`config.mk`:
```
export PLATFORM = sky130hd
export DESIGN_NAME = mem_access_ctrl_flat
export DESIGN_NICKNAME = d
export VERILOG_FILES = /design/src/rtl/mem_access_pkg.sv /design/src/rtl/mem_access_ctrl_if.sv /design/src/rtl/mem_access_ctrl_timeout_ctr.sv /design/src/rtl/mem_access_ctrl.sv /design/src/flat_wrapper.sv
export SDC_FILE = /design/constraint.sdc
export NUM_CORES = 1
export LEC_CHECK = 0
export BUFFER_PORTS_ARGS = -buffer_cell sky130_fd_sc_hd__buf_2
export CAP_MARGIN = 20
export CORE_ASPECT_RATIO = 1.4
export CORE_MARGIN = 4
export CORE_UTILIZATION = 39
export DETAILED_ROUTE_END_ITERATION = 6
export HOLD_SLACK_MARGIN = 0.1
export PLACE_DENSITY = 0.75
export SYNTH_ARGS = -nofsm -noshare
export SYNTH_HDL_FRONTEND = slang
export SYNTH_HIERARCHICAL = 1
export SYNTH_SLANG_ARGS = --single-unit
```
`constraint.sdc`:
```
create_clock -name clk -period 1.2 [get_ports clk]
set_input_delay 0.12 -clock clk [delete_from_list [all_inputs] [get_ports clk]]
set_output_delay 0.12 -clock clk [all_outputs]
set_load 0.1 [all_outputs]
```
`src/rtl/mem_access_pkg.sv`:
```
// Shared definitions for the memory access controller: FSM state encoding,
// the default read-wait limit and the timeout counter width.
package mem_access_pkg;

    // Two-bit state encoding, values fixed so waveforms decode the same everywhere.
    typedef enum logic [1:0] {
        IDLE  = 2'd0,
        WRITE = 2'd1,
        READ  = 2'd2,
        DONE  = 2'd3
    } stateType;

    // Default read-wait cycle limit (legal range 2..255).
    localparam int DEFAULT_TIMEOUT = 16;

    // Eight bits covers every legal TIMEOUT value.
    localparam int TIMEOUT_CTR_WIDTH = 8;

    // The controller is busy whenever it is not waiting for a request.
    function automatic logic isBusy(input stateType s);
        return (s != IDLE);
    endfunction

endpackage

```
`src/rtl/mem_access_ctrl_if.sv`:
```
// Bundle of CPU request/response and RAM strobe signals for mem_access_ctrl.
// The master modport is the environment (CPU and RAM); the slave modport is
// the controller itself.
interface mem_access_ctrl_if #(
    parameter int width  = 8,
    parameter int length = 8
);
    // CPU request side
    logic              reqValid;
    logic              reqWrite;
    logic [length-1:0] reqAddr;
    logic [width-1:0]  reqData;

    // CPU response side
    logic              busy;
    logic              respValid;
    logic [width-1:0]  respData;
    logic              respError;

    // RAM side
    logic              ramWriteEnable;
    logic              ramReadEnable;
    logic [length-1:0] ramAddr;
    logic [length-1:0] ramReadAddr;
    logic [width-1:0]  ramWriteData;
    logic              ramDataReady;
    logic [width-1:0]  ramReadData;

    modport master (
        output reqValid, reqWrite, reqAddr, reqData,
        output ramDataReady, ramReadData,
        input  busy, respValid, respData, respError,
        input  ramWriteEnable, ramReadEnable, ramAddr, ramReadAddr, ramWriteData
    );

    modport slave (
        input  reqValid, reqWrite, reqAddr, reqData,
        input  ramDataReady, ramReadData,
        output busy, respValid, respData, respError,
        output ramWriteEnable, ramReadEnable, ramAddr, ramReadAddr, ramWriteData
    );

endinterface

```
`src/rtl/mem_access_ctrl_timeout_ctr.sv`:
```
// Read-wait cycle counter. Counts from 0 while enabled and clears as soon as
// enable drops, so every READ phase starts from 0. expired is high during the
// cycle in which the count would reach TIMEOUT on the next edge.
module mem_timeout_ctr
    import mem_access_pkg::*;
#(
    parameter int TIMEOUT = DEFAULT_TIMEOUT
) (
    input  logic clk,
    input  logic clr,
    input  logic enable,
    output logic expired
);

    logic [TIMEOUT_CTR_WIDTH-1:0] countReg;
    logic [TIMEOUT_CTR_WIDTH-1:0] countNext;

    // Next count: advance while enabled, otherwise restart at 0.
    always_comb begin
        countNext = '0;
        if (enable) begin
            countNext = countReg + 1'b1;
        end
    end

    // Count register with synchronous active-low clear.
    always_ff @(posedge clk) begin
        if (!clr) begin
            countReg <= '0;
        end else begin
            countReg <= countNext;
        end
    end

    // Last allowed wait cycle: count TIMEOUT-1 now, TIMEOUT after this edge.
    assign expired = enable && (countReg == TIMEOUT_CTR_WIDTH'(TIMEOUT - 1));

endmodule

```
`src/rtl/mem_access_ctrl.sv`:
```
// Memory access controller: accepts one CPU load/store at a time in IDLE,
// drives a one-cycle RAM write strobe or a held read strobe, and reports
// completion with a one-cycle respValid pulse.
// Optional feature: define MEM_TIMEOUT_EN to bound the read wait to TIMEOUT
// cycles and report respError on expiry; otherwise READ waits forever.
module mem_access_ctrl
    import mem_access_pkg::*;
#(
    parameter int width   = 8,
    parameter int length  = 8,
    parameter int TIMEOUT = DEFAULT_TIMEOUT
) (
    input  logic             clk,
    input  logic             clr,
    mem_access_ctrl_if.slave bus
);

    // Reject out-of-range read-wait limits at elaboration.
    if (TIMEOUT < 2 || TIMEOUT > 255) begin : gTimeoutRange
        $error("mem_access_ctrl: TIMEOUT must be within 2..255");
    end

    stateType          stateReg;
    stateType          stateNext;
    logic [length-1:0] addrReg;
    logic [length-1:0] addrNext;
    logic [width-1:0]  dataReg;
    logic [width-1:0]  dataNext;
    logic [width-1:0]  respDataReg;
    logic [width-1:0]  respDataNext;
    logic              ramWriteStrobe;
    logic              ramReadStrobe;
    logic              respPulse;

`ifdef MEM_TIMEOUT_EN
    logic              timeoutHit;
    logic              respErrReg;
    logic              respErrNext;

    // Read-wait counter, only enabled while the RAM read is outstanding.
    mem_timeout_ctr #(
        .TIMEOUT (TIMEOUT)
    ) timeoutCtr (
        .clk     (clk),
        .clr     (clr),
        .enable  (stateReg == READ),
        .expired (timeoutHit)
    );
`endif

    // State, latched request and response registers; reset aborts any access.
    always_ff @(posedge clk) begin
        if (!clr) begin
            stateReg    <= IDLE;
            addrReg     <= '0;
            dataReg     <= '0;
            respDataReg <= '0;
`ifdef MEM_TIMEOUT_EN
            respErrReg  <= 1'b0;
`endif
        end else begin
            stateReg    <= stateNext;
            addrReg     <= addrNext;
            dataReg     <= dataNext;
            respDataReg <= respDataNext;
`ifdef MEM_TIMEOUT_EN
            respErrReg  <= respErrNext;
`endif
        end
    end

    // Next-state and strobe decode; registers hold unless a state updates them.
    always_comb begin
        stateNext      = stateReg;
        addrNext       = addrReg;
        dataNext       = dataReg;
        respDataNext   = respDataReg;
        ramWriteStrobe = 1'b0;
        ramReadStrobe  = 1'b0;
        respPulse      = 1'b0;
`ifdef MEM_TIMEOUT_EN
        respErrNext    = respErrReg;
`endif

        case (stateReg)
            IDLE: begin
                // Requests are only looked at here, so anything arriving
                // while busy is simply dropped.
                if (bus.reqValid) begin
                    addrNext  = bus.reqAddr;
                    dataNext  = bus.reqData;
`ifdef MEM_TIMEOUT_EN
                    respErrNext = 1'b0;
`endif
                    stateNext = bus.reqWrite ? WRITE : READ;
                end
            end

            WRITE: begin
                ramWriteStrobe = 1'b1;
                stateNext      = DONE;
            end

            READ: begin
                ramReadStrobe = 1'b1;
                // Data arriving on the final allowed cycle beats the timeout.
                if (bus.ramDataReady) begin
                    respDataNext = bus.ramReadData;
`ifdef MEM_TIMEOUT_EN
                    respErrNext  = 1'b0;
`endif
                    stateNext    = DONE;
                end
`ifdef MEM_TIMEOUT_EN
                else if (timeoutHit) begin
                    respDataNext = '0;
                    respErrNext  = 1'b1;
                    stateNext    = DONE;
                end
`endif
            end

            DONE: begin
                respPulse = 1'b1;
                stateNext = IDLE;
            end

            default: begin
                stateNext = IDLE;
            end
        endcase
    end

    assign bus.busy           = isBusy(stateReg);
    assign bus.respValid      = respPulse;
    assign bus.respData       = respDataReg;
    assign bus.ramWriteEnable = ramWriteStrobe;
    assign bus.ramReadEnable  = ramReadStrobe;
    assign bus.ramAddr        = addrReg;
    assign bus.ramReadAddr    = addrReg;
    assign bus.ramWriteData   = dataReg;

`ifdef MEM_TIMEOUT_EN
    assign bus.respError = respPulse & respErrReg;
`else
    assign bus.respError = 1'b0;
`endif

endmodule

```
`src/flat_wrapper.sv`:
```
// flat-port wrapper written by rule: the top's interface ports become plain ports
module mem_access_ctrl_flat import mem_access_pkg::*;
#(
    parameter int width   = 8,
    parameter int length  = 8,
    parameter int TIMEOUT = DEFAULT_TIMEOUT
)
  (clk, clr, bus_reqValid, bus_reqWrite, bus_reqAddr, bus_reqData, bus_ramDataReady, bus_ramReadData, bus_busy, bus_respValid, bus_respData, bus_respError, bus_ramWriteEnable, bus_ramReadEnable, bus_ramAddr, bus_ramReadAddr, bus_ramWriteData);
  mem_access_ctrl_if #(.width(width), .length(length)) bus_i ();
  input  logic clk;
  input  logic clr;
  input wire logic [$bits(bus_i.reqValid)-1:0] bus_reqValid;
  input wire logic [$bits(bus_i.reqWrite)-1:0] bus_reqWrite;
  input wire logic [$bits(bus_i.reqAddr)-1:0] bus_reqAddr;
  input wire logic [$bits(bus_i.reqData)-1:0] bus_reqData;
  input wire logic [$bits(bus_i.ramDataReady)-1:0] bus_ramDataReady;
  input wire logic [$bits(bus_i.ramReadData)-1:0] bus_ramReadData;
  output wire logic [$bits(bus_i.busy)-1:0] bus_busy;
  output wire logic [$bits(bus_i.respValid)-1:0] bus_respValid;
  output wire logic [$bits(bus_i.respData)-1:0] bus_respData;
  output wire logic [$bits(bus_i.respError)-1:0] bus_respError;
  output wire logic [$bits(bus_i.ramWriteEnable)-1:0] bus_ramWriteEnable;
  output wire logic [$bits(bus_i.ramReadEnable)-1:0] bus_ramReadEnable;
  output wire logic [$bits(bus_i.ramAddr)-1:0] bus_ramAddr;
  output wire logic [$bits(bus_i.ramReadAddr)-1:0] bus_ramReadAddr;
  output wire logic [$bits(bus_i.ramWriteData)-1:0] bus_ramWriteData;
  assign bus_i.reqValid = bus_reqValid;
  assign bus_i.reqWrite = bus_reqWrite;
  assign bus_i.reqAddr = bus_reqAddr;
  assign bus_i.reqData = bus_reqData;
  assign bus_i.ramDataReady = bus_ramDataReady;
  assign bus_i.ramReadData = bus_ramReadData;
  assign bus_busy = bus_i.busy;
  assign bus_respValid = bus_i.respValid;
  assign bus_respData = bus_i.respData;
  assign bus_respError = bus_i.respError;
  assign bus_ramWriteEnable = bus_i.ramWriteEnable;
  assign bus_ramReadEnable = bus_i.ramReadEnable;
  assign bus_ramAddr = bus_i.ramAddr;
  assign bus_ramReadAddr = bus_i.ramReadAddr;
  assign bus_ramWriteData = bus_i.ramWriteData;
  mem_access_ctrl #(.width(width), .length(length), .TIMEOUT(TIMEOUT)) u_core (.clk(clk), .clr(clr), .bus(bus_i));
endmodule
```
== Yosys cells after proc, flatten, opt, wreduce, memory -nomap -nowiden ==
Index checks and enable logic that the tools add are counted.

* Input bits: 29
* Word-level logic and storage cells: 21
* Register bits after elaboration: 26

* Muxes and demuxes: 7
* Reduce and logical (&&, ||, !) cells: 5
* Equality and inequality tests: 5

{| class="wikitable"
|+ Operators with widths
! kind !! number
|-
| 2-bit case mux with 4 select lines || 1
|-
| 2-bit two-way mux || 3
|-
| 2-bit AND reduction || 3
|-
| 2-bit == test (second input constant) || 2
|-
| 2-bit != test (second input constant) || 2
|-
| 1-bit two-way mux || 3
|-
| 2-bit by 1-bit == test with 1-bit output (second input constant) || 1
|-
| 2-bit logical NOT || 1
|-
| 2-bit nonzero test || 1
|}

== Depth between registers and ports, before layout ==
Gate-level depths: netlist of run 1.

* Depth in word-level cells: 3
* Depth in mapped cells: 7
* Mapped depth without buffers: 5

== Worst setup path after synthesis of run 1 ==
Ideal clock, no wire load.

* Kind: reg2out
* Start point: reg u_core.addrReg[0], in the netlist u_core/bus.ramAddr[0]
* End point: out bus_ramReadAddr[0]
* Path slack: -0.293 ns
* Stages on the path, launching flop included: 2
* Required time: 1.080 ns
* Arrival: 1.373 ns
* Path buffers: 1
* Cells stage by stage: dfxtp_1 buf_4

{| class="wikitable"
|+ RTL lines
! what !! RTL line !! source
|-
| from (decl) || mem_access_ctrl.sv:25 || <nowiki>logic [length-1:0] addrReg;</nowiki>
|-
| from (signal assigned) || mem_access_ctrl.sv:63 || <nowiki>addrReg <= addrNext;</nowiki>
|-
| to (decl) || flat_wrapper.sv:25 || <nowiki>output wire logic [$bits(bus_i.ramReadAddr)-1:0] bus_ramReadAddr;</nowiki>
|}

No word-level cell between the ends.

== Final worst setup path of run 1 ==
* Start point: reg u_core.stateReg[1]
* End point: out bus_busy

* Word-level cells in the longest chain between the ends: 1

{| class="wikitable"
|+ RTL lines
! what !! RTL line !! source
|-
| from (decl) || mem_access_ctrl.sv:23 || <nowiki>stateType stateReg;</nowiki>
|-
| from (signal assigned) || mem_access_ctrl.sv:62 || <nowiki>stateReg <= stateNext;</nowiki>
|-
| 2-bit nonzero test || mem_access_pkg.sv:21 || <nowiki>return (s != IDLE);</nowiki>
|-
| to (decl) || flat_wrapper.sv:18 || <nowiki>output wire logic [$bits(bus_i.busy)-1:0] bus_busy;</nowiki>
|}

No other way between the ends.

==> results of run 1 <==
worst register-to-register path, delay by kind of cell, from the launching register on:
kind / cells / cell delay [ns]
flops: 1 / 0.36
compound gates: 2 / 0.29
fa+ha+maj: 1 / 0.28
simple gates: 1 / 0.12
buf+inv: 1 / 0.05
metrics by stage:
step	utilization [%]	total power, mW	instance area, um2	worst slack (ns)
floorplan	-	3.94	1250	-0.00243
global placement	54.8	4.47	1590	0.0296
detailed placement	54.8	4.50	1590	0.00663
CTS	65.3	5.33	1900	-0.0662
global route	65.6	5.53	1910	-0.0958
finish	65.6	5.31	1910	-0.0532
state kept, by name (all words and copies together) (netlist names):
name                     cells
u_core/bus.ramAddr           8
u_core/bus.ramWriteData      8
u_core/bus.respData          8
u_core/stateReg              2
per-layer routing:
metal	wire, um	vias to the layer above	GRT usage, %
met2	1700	45	29.6
met5	0	-	0
met3	241	6	3.85
li1	-	594	-
met4	57	0	6.93
met1	1300	517	18.3
final cells by class:
class	instances	share of cell area, %
clock buffers	3	2.16
flip-flops and latches	26	29.1
clock inverters	1	1.57
well taps	37	2.43
inverters	4	1.25
multi-input cells	91	28.9
repair buffers	92	34.6
timing repair:
action	CTS	global route
hold buffers	22	0
endpoints found under the hold margin	22	0
resized for setup	3	3
pin swaps	1	0
endpoints found under the setup margin	10	19
buffers inserted	1	0
cell families after synthesis:
family          Yosys count  share of synthesized area, %
buf+inv                  20                          12.6
mux                       1                         0.840
simple gates             54                          19.7
flops                    26                          43.7
other cells               1                         0.315
compound gates           29                          16.5
fa+ha+maj                 6                          6.30
placed cells by master, fill, tap and decap left out, types with 3 or more instances in the layout:
cell           count
nand2_1           40
a21oi_2           13
buf_4              5
a21oi_1           13
ha_2               3
buf_12             5
nand2_2            3
nand3_1            8
clkbuf_8           3
dlygate4sd3_1     22
dfxtp_2           25
buf_2             59
power groups by stage:
stage	clock [mW]	combinational (mW)	sequential (mW)
global placement	0	3.30	1.17
finish	0.730	3.40	1.18
detailed placement	0	3.32	1.18
CTS	0.739	3.41	1.18
global route	0.774	3.56	1.20
floorplan	0	1.83	2.11
worst paths after layout:
path,endpoint,slack [ns],start
worst max-delay path,bus_busy,-0.05,u_core/stateReg[1]
worst min-delay path,u_core/bus.respData[2],0.10,bus_ramReadData[2]
worst max register to register,u_core/stateReg[0],0,u_core/stateReg[0]
worst min register to register,u_core/bus.respData[1],0.45,u_core/bus.respData[1]
==> results.md, run 1 <==
* RSZ-0062 raised after global routing: true
* DP HPWL at 2.21 mm
* Failing checks: setup timing
* Maximum clock rate at ~0.8 GHz
* Most frequent cell after synthesis: nand2_1
* EDFF count, synth at 0
* Clock tree buffer depth at 2
* Period minus WS final at 1.25 ns
* Synth top area cells: dfxtp_1, nand2_1, a21oi_2, a21oi_1, buf_4
* Clk Latency, worst-skew pair at between 0.2 and 0.3 ns
* Net switching power at between 2 and 3 mW
* # port buffers at 64
* Setup Crit Path Kind: reg -> out
* Die Ht at 73.4 um
* Routed len/inst at 13.0 um
* CTS tree: yes
* Sequential area share after synthesis at between 40% and 50%
* Synth area leader: dfxtp_1
* VDD IR max at 1730 uV
* Area Growth Syn to Fin at 60.2%
* Worst path required time at 1.08 ns
* Crit-path cells: inv_4 > ha_4 > clkinvlp_4 > buf_12
* Syn Nets at 172
* Switching Share at roughly 54%
* Pre-Repair DR Iteration Count at 4
* Via count at 1,162
* Clk_skew at roughly 0.0026 ns
* DRT iter0 DRCs at 18
* Final period util at 104%
* Post-synthesis cell area at around 1200 um2
* Clock group share of total power at between 10% and 20%
* Die width at 54.7 um
* Worst-path clk slew at 0.09 ns
* Buf/Inv on CP at 3
* R2R cell count at 5
* # IOs at 66
* Number of cells on the critical path at 4
* Final Slew Violations at 0
* Most instantiated cells after synthesis: nand2_1, dfxtp_1, a21oi_1
* Ys flop type: dfxtp_1
* Initial antenna violation count at 0
* Routed WL at 3.30 mm
* Synth warnings at 6
* ANT cells at 0
* HP Class: in -> reg
* Site row count at 23
* Initial core utilization at 41.0%
* Setup Viol. Count Final at 3
* Routability cong. at 0.687
* Slowest stage delay, CP at 0.37 ns
* Multi-input logic area at 551 um2
* Setup_tns at -0.145 ns
* Fin worst setup slack at -0.0532 ns
* Total track usage at 16.8%
* Non-filler cells, final at approximately 250
* Async S/R FF share, synth at 0%
* Worst EP arrival at 1.13 ns
* Reg area at 556 um2
* Grt total ovfl at 0
* Power per cell area at 2780 nW/um2
* First-pass GRT wire length at 4.94 mm
* Status: complete, but fails checks
* Slowest CP cell: dfxtp_4
* Fraction of layout cells with a size suffix above 1 at 57.6%
* Avg Cell Area, Syn at 8.69 um2
* Vias per cell at 4.57
* Logic pwr share at 64.1%
* DR DRC count at 0
* Final Hold Vio Count at 0
* Smallest hold slack at 0.103 ns
* Core Box Area at 2910 um2
* CP delay by family, top: flip-flops
* Hold depth at 3
* Largest net degree at the start of global routing at 17
* Crit Path Max Fanout at 4
* Post-Syn Instances at 137
* Crit path launch type: flop
* Seq pwr share at 22.2%
* Pleak at roughly 0.87 nW
* Pint at roughly 2.4 mW
* Net count reported at finish at 253
* Post-route ant nets at 0
* CTS sink count at 26
* Vias in the first global route at 1,137
* FF+latch count, synth at 26
* Yosys cell types at 23
* Crit end category: primary output
* Max cap viols at 0
* Yosys top cell area share at 43.7%
* CTS Buf Count at 3
* Post-placement cell count at 227
* Htree depth at 1
* Die Footprint at between 4000 and 5000 um2
* Root Driver: clkbuf_8
* Filler cells at 250
(Power assumes the default switching activity.)
==> inputs of run 2 (changes only) <==
--- a/config.mk
+++ b/config.mk
@@ -9,10 +9,11 @@
 export CAP_MARGIN = 20
 export CORE_ASPECT_RATIO = 1.4
 export CORE_MARGIN = 4
-export CORE_UTILIZATION = 39
+export CORE_UTILIZATION = 47
 export DETAILED_ROUTE_END_ITERATION = 6
 export HOLD_SLACK_MARGIN = 0.1
-export PLACE_DENSITY = 0.75
+export PLACE_DENSITY = 0.84
+export RECOVER_POWER = 50
 export SYNTH_ARGS = -nofsm -noshare
 export SYNTH_HDL_FRONTEND = slang
 export SYNTH_HIERARCHICAL = 1
==> constraint.sdc (replaced) <==
create_clock -name clk -period 1.5 [get_ports clk]
set_input_delay 0.15 -clock clk [delete_from_list [all_inputs] [get_ports clk]]
set_output_delay 0.15 -clock clk [all_outputs]
set_load 0.1 [all_outputs]
==> run 2 against run 1 <==
  * Via count up 0.26%
  * The flow now finishes without violations
  * Wire length down 4.8%
  * Clock skew up 0.0065 ns
  * Critical path depth down 2
  * Cell count down 1.6%
  * Largest cell class unchanged
  * Power down 27%
  * Global-route usage up 2.8 points
  * Hold slack better by 0.020 ns
  * Non-clock buffer count down 1
  * Count of clock-buffer cells in the layout unchanged
  * Die area down 15%
==> results.md, run 2 (synthesis gave the netlist of run 1 again) <==
* CTS tree: yes (unchanged)
* Fin worst setup slack at 0.0859 ns (was -0.0532 ns)
* First-pass GRT wire length at 5.26 mm (was 4.94 mm)
* Crit Path Max Fanout at 4 (unchanged)
* Site row count at 21 (was 23)
* Status: finished clean (was complete, but fails checks)
* Grt total ovfl at 0 (unchanged)
* # port buffers at 64 (unchanged)
* DR DRC count at 0 (unchanged)
* Via count at 1,165 (was 1,162)
* Multi-input logic area at 523 um2 (was 551 um2)
* Htree depth at 1 (unchanged)
* Pre-CTS setup slack at 0.153 ns (was 0.00663 ns)
* Clk_skew at 0.00907 ns (was 0.00259 ns)
* GR Layer Usage met1 at 19.9% (was 18.3%)
* Clock tree buffer depth at 2 (unchanged)
* Routed len/inst at 12.6 um (was 13.0 um)
* Clk Latency, worst-skew pair at 0.32 ns (was 0.27 ns)
* Net count reported at finish at 252 (was 253)
* # IOs at 66 (unchanged)
* DRT iter0 DRCs at 12 (was 18)
* Slowest CP cell: buf_2 (was dfxtp_4)
* Die Ht at 67.6 um (was 73.4 um)
* Routed WL at 3.14 mm (was 3.30 mm)
* Crit end category: primary output (unchanged)
* Die width at 50.5 um (was 54.7 um)
* Met2 usage at 39.9% (was 29.6%)
* Worst slew margin at 63.3%
* Total track usage at 19.5% (was 16.8%)
* Period minus WS final at 1.41 ns
* Crit-path cells: ha_1 > buf_2 (was inv_4 > ha_4 > clkinvlp_4 > buf_12)
* Setup_tns at 0 ns (was -0.145 ns)
* Vias per cell at 4.66 (was 4.57)
* Final period util at 94.3%
* Pre-Repair DR Iteration Count at 4 (unchanged)
* Area post-placement at 1470 um2 (was 1590 um2)
* Fraction of layout cells with a size suffix above 1 at 45.8% (was 57.6%)
* Crit path launch type: flop (unchanged)
* Gr busiest metal: met2 (unchanged)
* Worst EP arrival at 1.26 ns (was 1.13 ns)
* Initial core utilization at 49.3% (was 41.0%)
* Commonest non-fill, non-tap cell in the layout: buf_2 (unchanged)
* Worst Tran Pin Value at 0.553 ns
* Area Growth Syn to Fin at 48.5% (was 60.2%)
* VDD IR max at 1410 uV (was 1730 uV)
* Most frequent cells in the layout: buf_2, nand2_1, dlygate4sd3_1 (was buf_2, nand2_1, dfxtp_2)
* Filler cells at 204 (was 250)
* CP delay by family, top: buffers and inverters (was flip-flops)
* Final Hold Vio Count at 0 (unchanged)
* Root Driver: clkbuf_4 (was clkbuf_8)
* Design area at 1770 um2 (was 1910 um2)
* Setup Viol. Count Final at 0 (was 3)
* Met3 Usage GRT at 2.21% (was 3.85%)
* Maximum clock rate at 0.707 GHz
* ANT cells at 0 (unchanged)
* CTS Buf Count at 3 (unchanged)
* Worst-path clk slew at 0.14 ns (was 0.09 ns)
* Power per cell area at 2180 nW/um2 (was 2780 nW/um2)
* Pleak at 0.828 nW (was 0.867 nW)
* Initial antenna violation count at 0 (unchanged)
* Post-CTS Setup Bufs at 0 (was 1)
* Post-route ant nets at 0 (unchanged)
* Core Box Area at 2420 um2 (was 2910 um2)
* CTS sink count at 26 (unchanged)
* RSZ-0062 raised after global routing: false (was true)
* Max cap viols at 0 (unchanged)
* Buf/Inv on CP at 1 (was 3)
* Routability cong. at 0.684 (was 0.687)
* Slowest stage delay, CP at 0.42 ns (was 0.37 ns)
* Largest net degree at the start of global routing at 18 (was 17)
* Final Power at 3.85 mW (was 5.31 mW)
* Vias in the first global route at 1,254 (was 1,137)
* Final Slew Violations at 0 (unchanged)
* Reg area at 536 um2 (was 556 um2)
* Setup Crit Path Kind: reg -> out (unchanged)
* Die Footprint at 3420 um2 (was 4010 um2)
* Worst path required time at 1.35 ns (was 1.08 ns)
* DP HPWL at 2.16 mm (was 2.21 mm)
* HP Class: in -> reg (unchanged)
==> run 2: cell types whose count changed in the layout (fill, tap and decap cells not counted), moves of 4 or more <==
cell	change
clkbuf_2	+16
dfxtp_1	+16
dfxtp_2	-16
buf_12	-4
buf_2	-13
==> run 2: final cells by class <==
type / count / area share [%]
Clock buffer: 3 / 1.27
Multi-Input combinational cell: 91 / 29.6
Clock inverter: 1 / 1.70
Inverter: 4 / 0.849
Timing Repair Buffer: 91 / 33.9
Tap cell: 34 / 2.40
Sequential cell: 26 / 30.3
==> run 2: final timing paths <==
check / end / start / cells after the start / slack, ns
max: bus_respValid / u_core/stateReg[1] / 2 / 0.09
min: u_core/stateReg[1] / bus_reqWrite / 4 / 0.12
max reg2reg: u_core/bus.ramAddr[1] / u_core/stateReg[0] / 6 / 0.15
min reg2reg: u_core/bus.respData[6] / u_core/bus.respData[6] / 2 / 0.47
==> run 2: tightest hold or removal path, stage by stage <==
cell       delay [ns]
buf_2            0.09
nand2_1          0.04
o2111ai_1        0.06
a21oi_1          0.06
==> run 2: repair_timing <==
action,in CTS,in global routing
setup endpoints to repair,3,1
endpoints found under the hold margin,24,0
gates resized for setup,5,3
hold buffers,24,0
gates cloned,0,0
pin swaps,0,0
==> run 2: routing by layer <==
layer / wire length (um) / vias to the layer above
met2: 1790 / 36
met1: 1170 / 535
met3: 152 / 2
met4: 33 / 0
li1: - / 592
met5: 0 / -
==> run 2: power breakdown <==
group	leakage [nW]	switching (mW)	internal, mW
combinational	0.583	1.92	0.522
clock	0.0279	0.206	0.270
sequential	0.217	0.0949	0.839
==> run 2: metrics by stage <==
step / hold WS (ns) / util [%] / instances
CTS: 0.112 / 73.2 / 250
detailed placement: 0.398 / 60.7 / 222
global route: 0.144 / 73.2 / 250
global placement: 0.383 / 60.7 / 222
floorplan: 0.269 / - / 137
finish: 0.124 / 73.2 / 250
